--- config.mk ---
export PLATFORM = sky130hd
export DESIGN_NAME = saph_num_unpack_stream
export DESIGN_NICKNAME = d
export VERILOG_FILES = /design/src/rtl/saph_num_unpack_stream.sv
export SDC_FILE = /design/constraint.sdc
export NUM_CORES = 1
export LEC_CHECK = 0
export ABC_AREA = 1
export CAP_MARGIN = 20
export CORE_ASPECT_RATIO = 1.4
export CORE_MARGIN = 1
export CORE_UTILIZATION = 60
export DETAILED_ROUTE_END_ITERATION = 10
export PLACE_DENSITY = 0.82
export SLEW_MARGIN = 30
export SYNTH_ARGS = -nofsm -noshare
export SYNTH_HDL_FRONTEND = slang
export SYNTH_SLANG_ARGS = --single-unit
export TNS_END_PERCENT = 5
--- constraint.sdc ---
create_clock -name clk -period 7.1 [get_ports clk]
set_clock_uncertainty 0.05 [all_clocks]
set_input_delay 0.71 -clock clk [delete_from_list [all_inputs] [get_ports clk]]
set_output_delay 0.71 -clock clk [all_outputs]
set_load 0.02 [all_outputs]
--- src/rtl/saph_num_unpack_stream.sv ---
// saph_num_unpack_stream
// Reader side of saph_num_pack. Packed words are appended to a bit buffer, and
// variable-width fields are taken LSB-first from it. A field may straddle a
// word boundary. Each w-bit field is widened to unpack_width bits by repeating
// it MSB-first, so the top bits of the original value come back exactly.
//
// Handshakes use strict valid/ready semantics. A transfer happens on a rising
// edge where valid && ready are both high. A producer must hold its data stable
// while valid is high and ready is low. in_ready never depends on out_ready.
// out_valid and out_data are combinational from registered state and cfg_width.
module saph_num_unpack_stream #(
    parameter int  pack_width   = 8,
    parameter int  unpack_width = 8,
    localparam int unpack_exp   = $clog2(unpack_width + 1),
    localparam int cnt_exp      = $clog2(2 * pack_width + 1)
) (
    input  logic                    clk,
    input  logic                    rst,
    input  logic [unpack_exp-1:0]   cfg_width,
    input  logic                    flush,
    input  logic [pack_width-1:0]   in_data,
    input  logic                    in_valid,
    output logic                    in_ready,
    output logic [unpack_width-1:0] out_data,
    output logic                    out_valid,
    input  logic                    out_ready,
    output logic [cnt_exp-1:0]      bits_avail
);

    localparam int buf_width = 2 * pack_width;
    localparam logic [unpack_exp-1:0] w_max     = unpack_exp'(unpack_width);
    localparam logic [cnt_exp-1:0]    word_bits = cnt_exp'(pack_width);

    // Bit 0 of bit_buf is the oldest unconsumed bit.
    // Bits at positions >= cnt are always zero, so a new word can be ORed in.
    logic [buf_width-1:0]    bit_buf;
    logic [cnt_exp-1:0]      cnt;

    logic [unpack_exp-1:0]   w;
    logic [cnt_exp-1:0]      w_cnt;
    logic                    accept;
    logic                    consume;
    logic [cnt_exp-1:0]      used;
    logic [cnt_exp-1:0]      shift_in;
    logic [buf_width-1:0]    buf_next;
    logic [cnt_exp-1:0]      cnt_next;
    logic [unpack_width-1:0] field_exp;
    logic [unpack_exp-1:0]   rep_idx;

    // A requested width larger than one output number is treated as a full-width field.
    assign w     = (cfg_width > w_max) ? w_max : cfg_width;
    assign w_cnt = cnt_exp'(w);

    // Room for one more word exists while at most one word's worth of bits is buffered.
    assign in_ready   = !rst && !flush && (cnt <= word_bits);
    assign out_valid  = !rst && (cnt >= w_cnt);
    assign out_data   = rst ? '0 : field_exp;
    assign bits_avail = cnt;

    assign accept  = in_valid && in_ready;
    assign consume = out_valid && out_ready;
    assign used    = consume ? w_cnt : '0;

    // A new word lands directly above the bits that survive this cycle's consume.
    assign shift_in = cnt - used;
    assign buf_next = (bit_buf >> used)
                    | (accept ? ({{pack_width{1'b0}}, in_data} << shift_in) : '0);
    assign cnt_next = cnt - used + (accept ? word_bits : '0);

    // Widen the w-bit field by repeating it MSB-first from the output's top bit.
    // The last copy is cut short, and its low bits are dropped.
    always_comb begin
        field_exp = '0;
        rep_idx   = w - 1'b1;
        for (int k = unpack_width - 1; k >= 0; k--) begin
            if (w != '0) begin
                field_exp[k] = bit_buf[rep_idx];
            end
            if (rep_idx == '0) begin
                rep_idx = w - 1'b1;
            end else begin
                rep_idx = rep_idx - 1'b1;
            end
        end
    end

    // Buffer and count update. Reset and flush both drop every buffered bit.
    always_ff @(posedge clk) begin
        if (rst || flush) begin
            bit_buf <= '0;
            cnt     <= '0;
        end else begin
            bit_buf <= buf_next;
            cnt     <= cnt_next;
        end
    end

endmodule
==> results of run 1 <==
-- cell type report --
class                           instances  share of cell area, %
Clock buffer                            3                  0.947
Clock inverter                          1                  0.115
Inverter                               87                   7.54
Multi-Input combinational cell        543                   69.6
Sequential cell                        21                   9.64
Tap cell                               72                   2.07
Timing Repair Buffer                   49                   10.1
-- timing repair --
| action | in CTS | in global routing |
|---|---|---|
| hold buffers | 0 | 0 |
| gates resized for setup | 2 | 13 |
| pin swaps | 0 | 2 |
| setup endpoints to repair | 1 | 2 |
| buffers inserted | 0 | 2 |
-- placed cells by master, fill, tap and decap left out, types with 2 or more instances in the layout --
cell type	instances
a31oi_1	18
o311ai_0	3
nand2_2	22
o2111ai_1	2
nand2_4	11
buf_4	18
nor2_4	3
a311oi_1	5
o31ai_1	3
a32oi_1	3
nand4_1	5
inv_1	74
o22ai_1	2
mux2i_1	3
nor2_1	55
o211ai_1	10
o21ai_0	92
nor3_1	5
clkdlybuf4s50_1	30
xor2_1	3
inv_2	11
nor2_8	2
dfxtp_1	21
nand3_1	42
clkbuf_8	3
nand2_1	169
ha_4	2
nand3_2	6
ha_1	12
o21ai_1	7
o21ai_4	3
a22oi_1	2
a21oi_1	37
nand4_2	4
-- cells in the mapped netlist (all sizes together) --
cell type  number
nand4          10
a31oi          18
a21oi          37
inv            86
a22oi           2
nor2           61
a21o            1
a311oi          5
o221ai          1
ha             14
clkbuf         14
dfxtp          21
o311ai          3
o21a            1
buf             7
mux2i           3
o211ai         10
o22ai           2
nand2         202
a32oi           3
a211oi          1
clkinv          1
nand3          49
fa              1
o2111ai         2
o21ai         103
o31ai           4
nor3            5
xnor2           1
xor2            3
o32a            1
-- registers in the layout, indices dropped and copies added, names as in the netlist --
name	cells
bit_buf	16
bits_avail	5
-- cells by family after synthesis --
group                      Yosys count  share of synthesized area (%)
DFF                                 21                           11.0
adders and majority gates           15                           5.11
and+or+nand+nor                    327                           41.3
buffers and inverters              108                           11.1
AOI/OAI and AO/OA                  194                           29.8
xor gates and xnor gates             4                          0.917
muxes                                3                          0.786
-- power by group through the flow --
stage	combinational [mW]	clock, mW	sequential, mW
3_5_place_dp	0.468	0	0.129
5_1_grt	0.549	0.0852	0.127
6_report	0.493	0.0814	0.127
4_1_cts	0.469	0.0800	0.127
3_3_place_gp	0.460	0	0.129
2_1_floorplan	0.356	0	0.128
-- worst max-delay path, delay by kind of cell --
kind	cells	cell delay (ns)
and+or+nand+nor	30	3.28
buffers and inverters	6	1.00
adders and majority gates	4	0.80
AOI/OAI and AO/OA	1	0.07
-- routing by layer --
metal | up-vias | track usage (%) | part of all wire (%)
li1 | 2337 | - | -
met1 | 2154 | 42.3 | 36
met2 | 280 | 74.7 | 51
met3 | 75 | 3.32 | 7.1
met4 | 0 | 26.5 | 6.1
met5 | - | 0 | 0
-- metrics by stage --
step / setup TNS [ns] / area, um2 / worst slack, ns
2_1_floorplan: 0 / 3820 / 0.616
6_report: 0 / 4360 / 0.489
3_3_place_gp: 0 / 4250 / 0.0926
4_1_cts: 0 / 4300 / 0.0850
3_5_place_dp: -0.215 / 4250 / -0.215
5_1_grt: 0 / 4360 / 0.0157
-- how the worst max path moves through the flow --
stage                             from  cells past startpoint  slack, ns          end
after global placement    cfg_width[3]                     41       0.09  out_data[0]
after CTS                 cfg_width[3]                     41       0.08  out_data[0]
after global routing      cfg_width[3]                     41       0.02  out_data[0]
after detailed placement  cfg_width[3]                     41      -0.21  out_data[0]
after floorplan           cfg_width[3]                     40       0.62  out_data[0]
final                     cfg_width[3]                     41       0.49  out_data[0]
==> qor.csv, run 1 <==
stage,metric,value,unit
pwr,intPower,0.335,mW
place,io_buffers,31,
pwr,pwr-share-comb,70.3,%
synth,synth_largest_area_cell,nand2_1,
route,vias_per_cell,6.24,
worst_setup_path,rr_worst_depth,18,
die,die_h,96.4,um
clock_tree,cts_buffers,3,
final_layout,layout-drive-gt1-share,13.2,%
hold_path,holdCritPathClass,flip-flop to flip-flop,
hold_path,hold_start,bits_avail[4]$_SDFF_PP0_,
route,drt_iter0_markers,515,
clock_tree,cts_tree,built,
final_layout,final_util,70.7,%
global_routing,antenna_found_initial,0,
run,drv_cap,0,
sta,period_minus_slack,6.61,ns
worst_setup_path,r2r_start,bits_avail[0]$_SDFF_PP0_,
final_layout,fin_cells,776,
pwr,total_power,0.701,mW
pwr,power_frac_clock,11.6,%
hold_path,min_delay_worst_endpoint,bits_avail[4]$_SDFF_PP0_,
synth,syn_area,3820,um2
global_routing,first_global_vias,4404,
worst_setup_path,cp.required,6.34,ns
worst_setup_path,crit_slowest_cell,clkdlybuf4s50_1,
sta,hold_ws,0.712,ns
pwr,leakage,1.87,nW
die,dieArea,6690,um2
clock_tree,clock_sinks,21,
clock_tree,clk_pin_slew,0.08,ns
sta,maxSlewHeadroom,56.0,%
route,ant_nets,0,
synth,synth_nets,704,
sta,setup_viol,0,
sta,fmax,151,MHz
sta,tightest_slew,0.658,ns
synth,syn_area_per_cell,5.68,um2
worst_setup_path,crit_fanout,14,
worst_setup_path,cp-end-kind,output port,
final_layout,multi_input_area,3040,um2
route,drc,0,
route,wl,13200,um
worst_setup_path,crit_arrival,5.85,ns
final_layout,synthToLayoutAreaGrowth,14.2,%
synth,yosys-top-cells-area,"nand2_1 (17%), o21ai_0 (12%), dfxtp_1 (11%)",
final_layout,register_area,420,um2
final_layout,nets,737,
clock_tree,clkLatencyLatePin,0.27,ns
pwr,peakVddDrop,0.000121,V
sta,rsz0062_at_grt,false,
place,gp_congestion,1.05,
die,io_pins,32,
sta,hold_viol,0,
worst_setup_path,crit_path_frequent_cell,nand2_2,
synth,yosys_register_bits,21,
route,wire_per_inst,17.0,um
worst_setup_path,reg2reg_slack,2.64,ns
synth,syn_inst,672,
route,vias,4846,
global_routing,grt_max_degree,30,
clock_tree,cts_max_level,1,
status,status,completed,
synth,ys_types,49,
final_layout,n_fill_cell,548,
worst_setup_path,worstSetupPathType,primary input to output port,
pwr,powerDensity,161,nW/um2
clock_tree,clockRootBuffer,clkbuf_8,
global_routing,overflow,0,
sta,slew_violations,0,
pwr,p_seq_share,18.1,%
sta,fin_crit_sh,93.1,%
die,coreArea,6170,um2
pwr,swShare,52.2,%
global_routing,grt_pass1_wl,21200,um
synth,synth_top_cell_area_share,16.8,%
die,num_rows,34,
pwr,switchingPower,0.366,mW
final_layout,antennaDiodeCount,0,
global_routing,grt_usage,39.6,%
worst_setup_path,start_kind,primary input,
die,initial_core_util,61.9,%
worst_setup_path,critical-path-max-stage-delay,0.43,ns
place,placedCellCount,770,
die,die_width,69.4,um
clock_tree,cts.path.max_buffers,2,
worst_setup_path,reg2reg_to,bit_buf[5]$_SDFF_PP0_,
synth,ys_seq_area_share,11.0,%
place,place_hpwl,10300,um
route,firstDrtPassIters,6,
synth,ys_warn_count,0,
hold_path,hold_depth,3,
No activity file was read; power rests on OpenSTA's default activity.
==> run 2: changes to the inputs <==
- CTS_CLUSTER_SIZE: not set -> 8
==> results of run 2 <==
Final layout, timing and power as in run 1 (identical DEF).
==> run 3: changes to the inputs <==
- CORE_UTILIZATION: 60 -> 59
- PLACE_DENSITY: 0.82 -> 0.81
==> run 3 against run 2 <==
Sequential cell count unchanged. First-iteration DRC count decreased by 19%. Clock-buffer cell count increased by 1. Setup slack got worse by 0.018 ns. Clock power decreased by 5.3%. Die area increased by 1.7%. Maximum frequency decreased by 0.27%. Combinational power about the same. Sequential power about the same. Via count decreased by 0.99%. Worst hold slack got worse by 0.033 ns. Critical path type unchanged. Critical endpoint unchanged. Largest cell class unchanged.
==> qor.csv, run 3 (synthesis gave the netlist of run 1 again) <==
stage,metric,value,unit
status,status,completed,
die,num_rows,34,
place,place_hpwl,10100,um
global_routing,grt_usage,37.8,%
final_layout,largest-register,bit_buf,
pwr,p_seq_share,18.2,%
hold_path,hold_start,bits_avail[4]$_SDFF_PP0_,
pwr,intPower,0.337,mW
die,initial_core_util,61.1,%
die,die_width,70.0,um
worst_setup_path,cp.required,6.34,ns
global_routing,grt_pass1_wl,21100,um
route,vias_per_cell,6.17,
die,io_pins,32,
pwr,swShare,51.7,%
clock_tree,clkLatencyLatePin,0.26,ns
die,dieArea,6800,um2
worst_setup_path,critical-path-max-stage-delay,0.50,ns
final_layout,antennaDiodeCount,0,
global_routing,first_global_vias,4584,
worst_setup_path,start_kind,primary input,
route,vias,4798,
place,placedCellCount,771,
sta,hold_viol,0,
clock_tree,clockRootBuffer,clkbuf_8,
final_layout,largest_reg_flops,16,
final_layout,fin_cells,778,
worst_setup_path,r2r_start,bits_avail[0]$_SDFF_PP0_,
place,gp_congestion,1.02,
run,drv_cap,0,
place,io_buffers,31,
route,wl,12800,um
pwr,peakVddDrop,0.000129,V
global_routing,antenna_found_initial,0,
route,firstDrtPassIters,5,
worst_setup_path,crit_arrival,5.87,ns
hold_path,hold_depth,3,
final_layout,final_util,69.7,%
final_layout,final_cell_mix,"nand2_1 (171), o21ai_0 (92), inv_1 (74)",
die,coreArea,6250,um2
pwr,power_frac_clock,11.1,%
sta,fmax,151,MHz
sta,slew_violations,0,
worst_setup_path,cp-end-kind,output port,
worst_setup_path,crit_start,cfg_width[3],
worst_setup_path,rr_worst_depth,17,
pwr,leakage,1.87,nW
pwr,switchingPower,0.360,mW
die,die_h,97.2,um
worst_setup_path,crit_fanout,9,
sta,period_minus_slack,6.63,ns
place,placed_cell_area,4250,um2
worst_setup_path,crit_slowest_cell,clkdlybuf4s50_1,
sta,fin_crit_sh,93.4,%
worst_setup_path,worstSetupPathType,primary input to output port,
global_routing,overflow,0,
clock_tree,cts_tree,built,
pwr,pwr-share-comb,70.7,%
final_layout,final_common_cell,nand2_1,
route,drt_iter0_markers,419,
global_routing,grt_max_degree,30,
clock_tree,cts_max_level,1,
route,wire_per_inst,16.5,um
final_layout,stdcell_area,4360,um2
sta,setup_viol,0,
final_layout,synthToLayoutAreaGrowth,14.1,%
route,drc,0,
final_layout,nets,739,
clock_tree,clk_pin_slew,0.08,ns
clock_tree,cts.path.max_buffers,2,
clock_tree,cts_buffers,3,
hold_path,holdCritPathClass,flip-flop to flip-flop,
final_layout,layout-drive-gt1-share,13.2,%
pwr,powerDensity,160,nW/um2
route,ant_nets,0,
clock_tree,clock_sinks,21,
pwr,total_power,0.696,mW
sta,tightest_slew,0.671,ns
sta,maxSlewHeadroom,55.1,%
[run 3: final cells by class]
cell class | instances | area, um2
multi-input combinational | 543 | 3020
fill | 606 | 1900
timing repair buffer | 51 | 455
sequential | 21 | 420
inverter | 87 | 329
tap | 72 | 90.1
clock buffer | 4 | 45.0
[run 3: final timing paths]
path	slack, ns	to
worst max-delay path	0.47	out_data[0]
worst min-delay path	0.68	bit_buf[4]$_SDFF_PP0_
worst max register to register	2.70	bit_buf[10]$_SDFF_PP0_
worst min register to register	0.68	bit_buf[4]$_SDFF_PP0_
[run 3: metrics by stage]
| step | hold slack (ns) | TNS, ns | setup slack (ns) |
|---|---|---|---|
| 2_1_floorplan | 0.621 | 0 | 0.616 |
| 3_3_place_gp | 0.661 | 0 | 0.0950 |
| 3_5_place_dp | 0.662 | -0.141 | -0.141 |
| 4_1_cts | 0.679 | 0 | 0.238 |
| 5_1_grt | 0.711 | -0.00490 | -0.00490 |
| 6_report | 0.679 | 0 | 0.471 |
[run 3: power by group through the flow]
stage	Combinational, mW	Clock, mW	Sequential (mW)
after floorplan	0.356	0	0.128
after global placement	0.460	0	0.129
after detailed placement	0.469	0	0.129
after CTS	0.473	0.0787	0.127
after global routing	0.545	0.0805	0.127
final	0.492	0.0771	0.127
[run 3: per-layer routing]
| metal | GRT usage (%) | vias to the layer above | part of all wire, % |
|---|---|---|---|
| li1 | - | 2341 | - |
| met3 | 3.11 | 76 | 6.0 |
| met2 | 68.0 | 232 | 50 |
| met5 | 0 | - | 0 |
| met4 | 24.2 | 0 | 7.1 |
| met1 | 41.7 | 2149 | 37 |
[run 3: repair_timing]
item / in CTS / in global routing
buffers inserted: 1 / 2
hold buffers: 0 / 0
gates resized for setup: 2 / 9
endpoints found under the setup margin: 1 / 2
pin swaps: 1 / 4
[run 3: critical path: cells and delay by family]
kind / cells / cell delay, ns
buffers and inverters: 7 / 1.05
AND/OR/NAND/NOR: 30 / 2.97
adder cells (fa/ha/maj): 4 / 0.85
AO/OA/AOI/OAI: 1 / 0.24
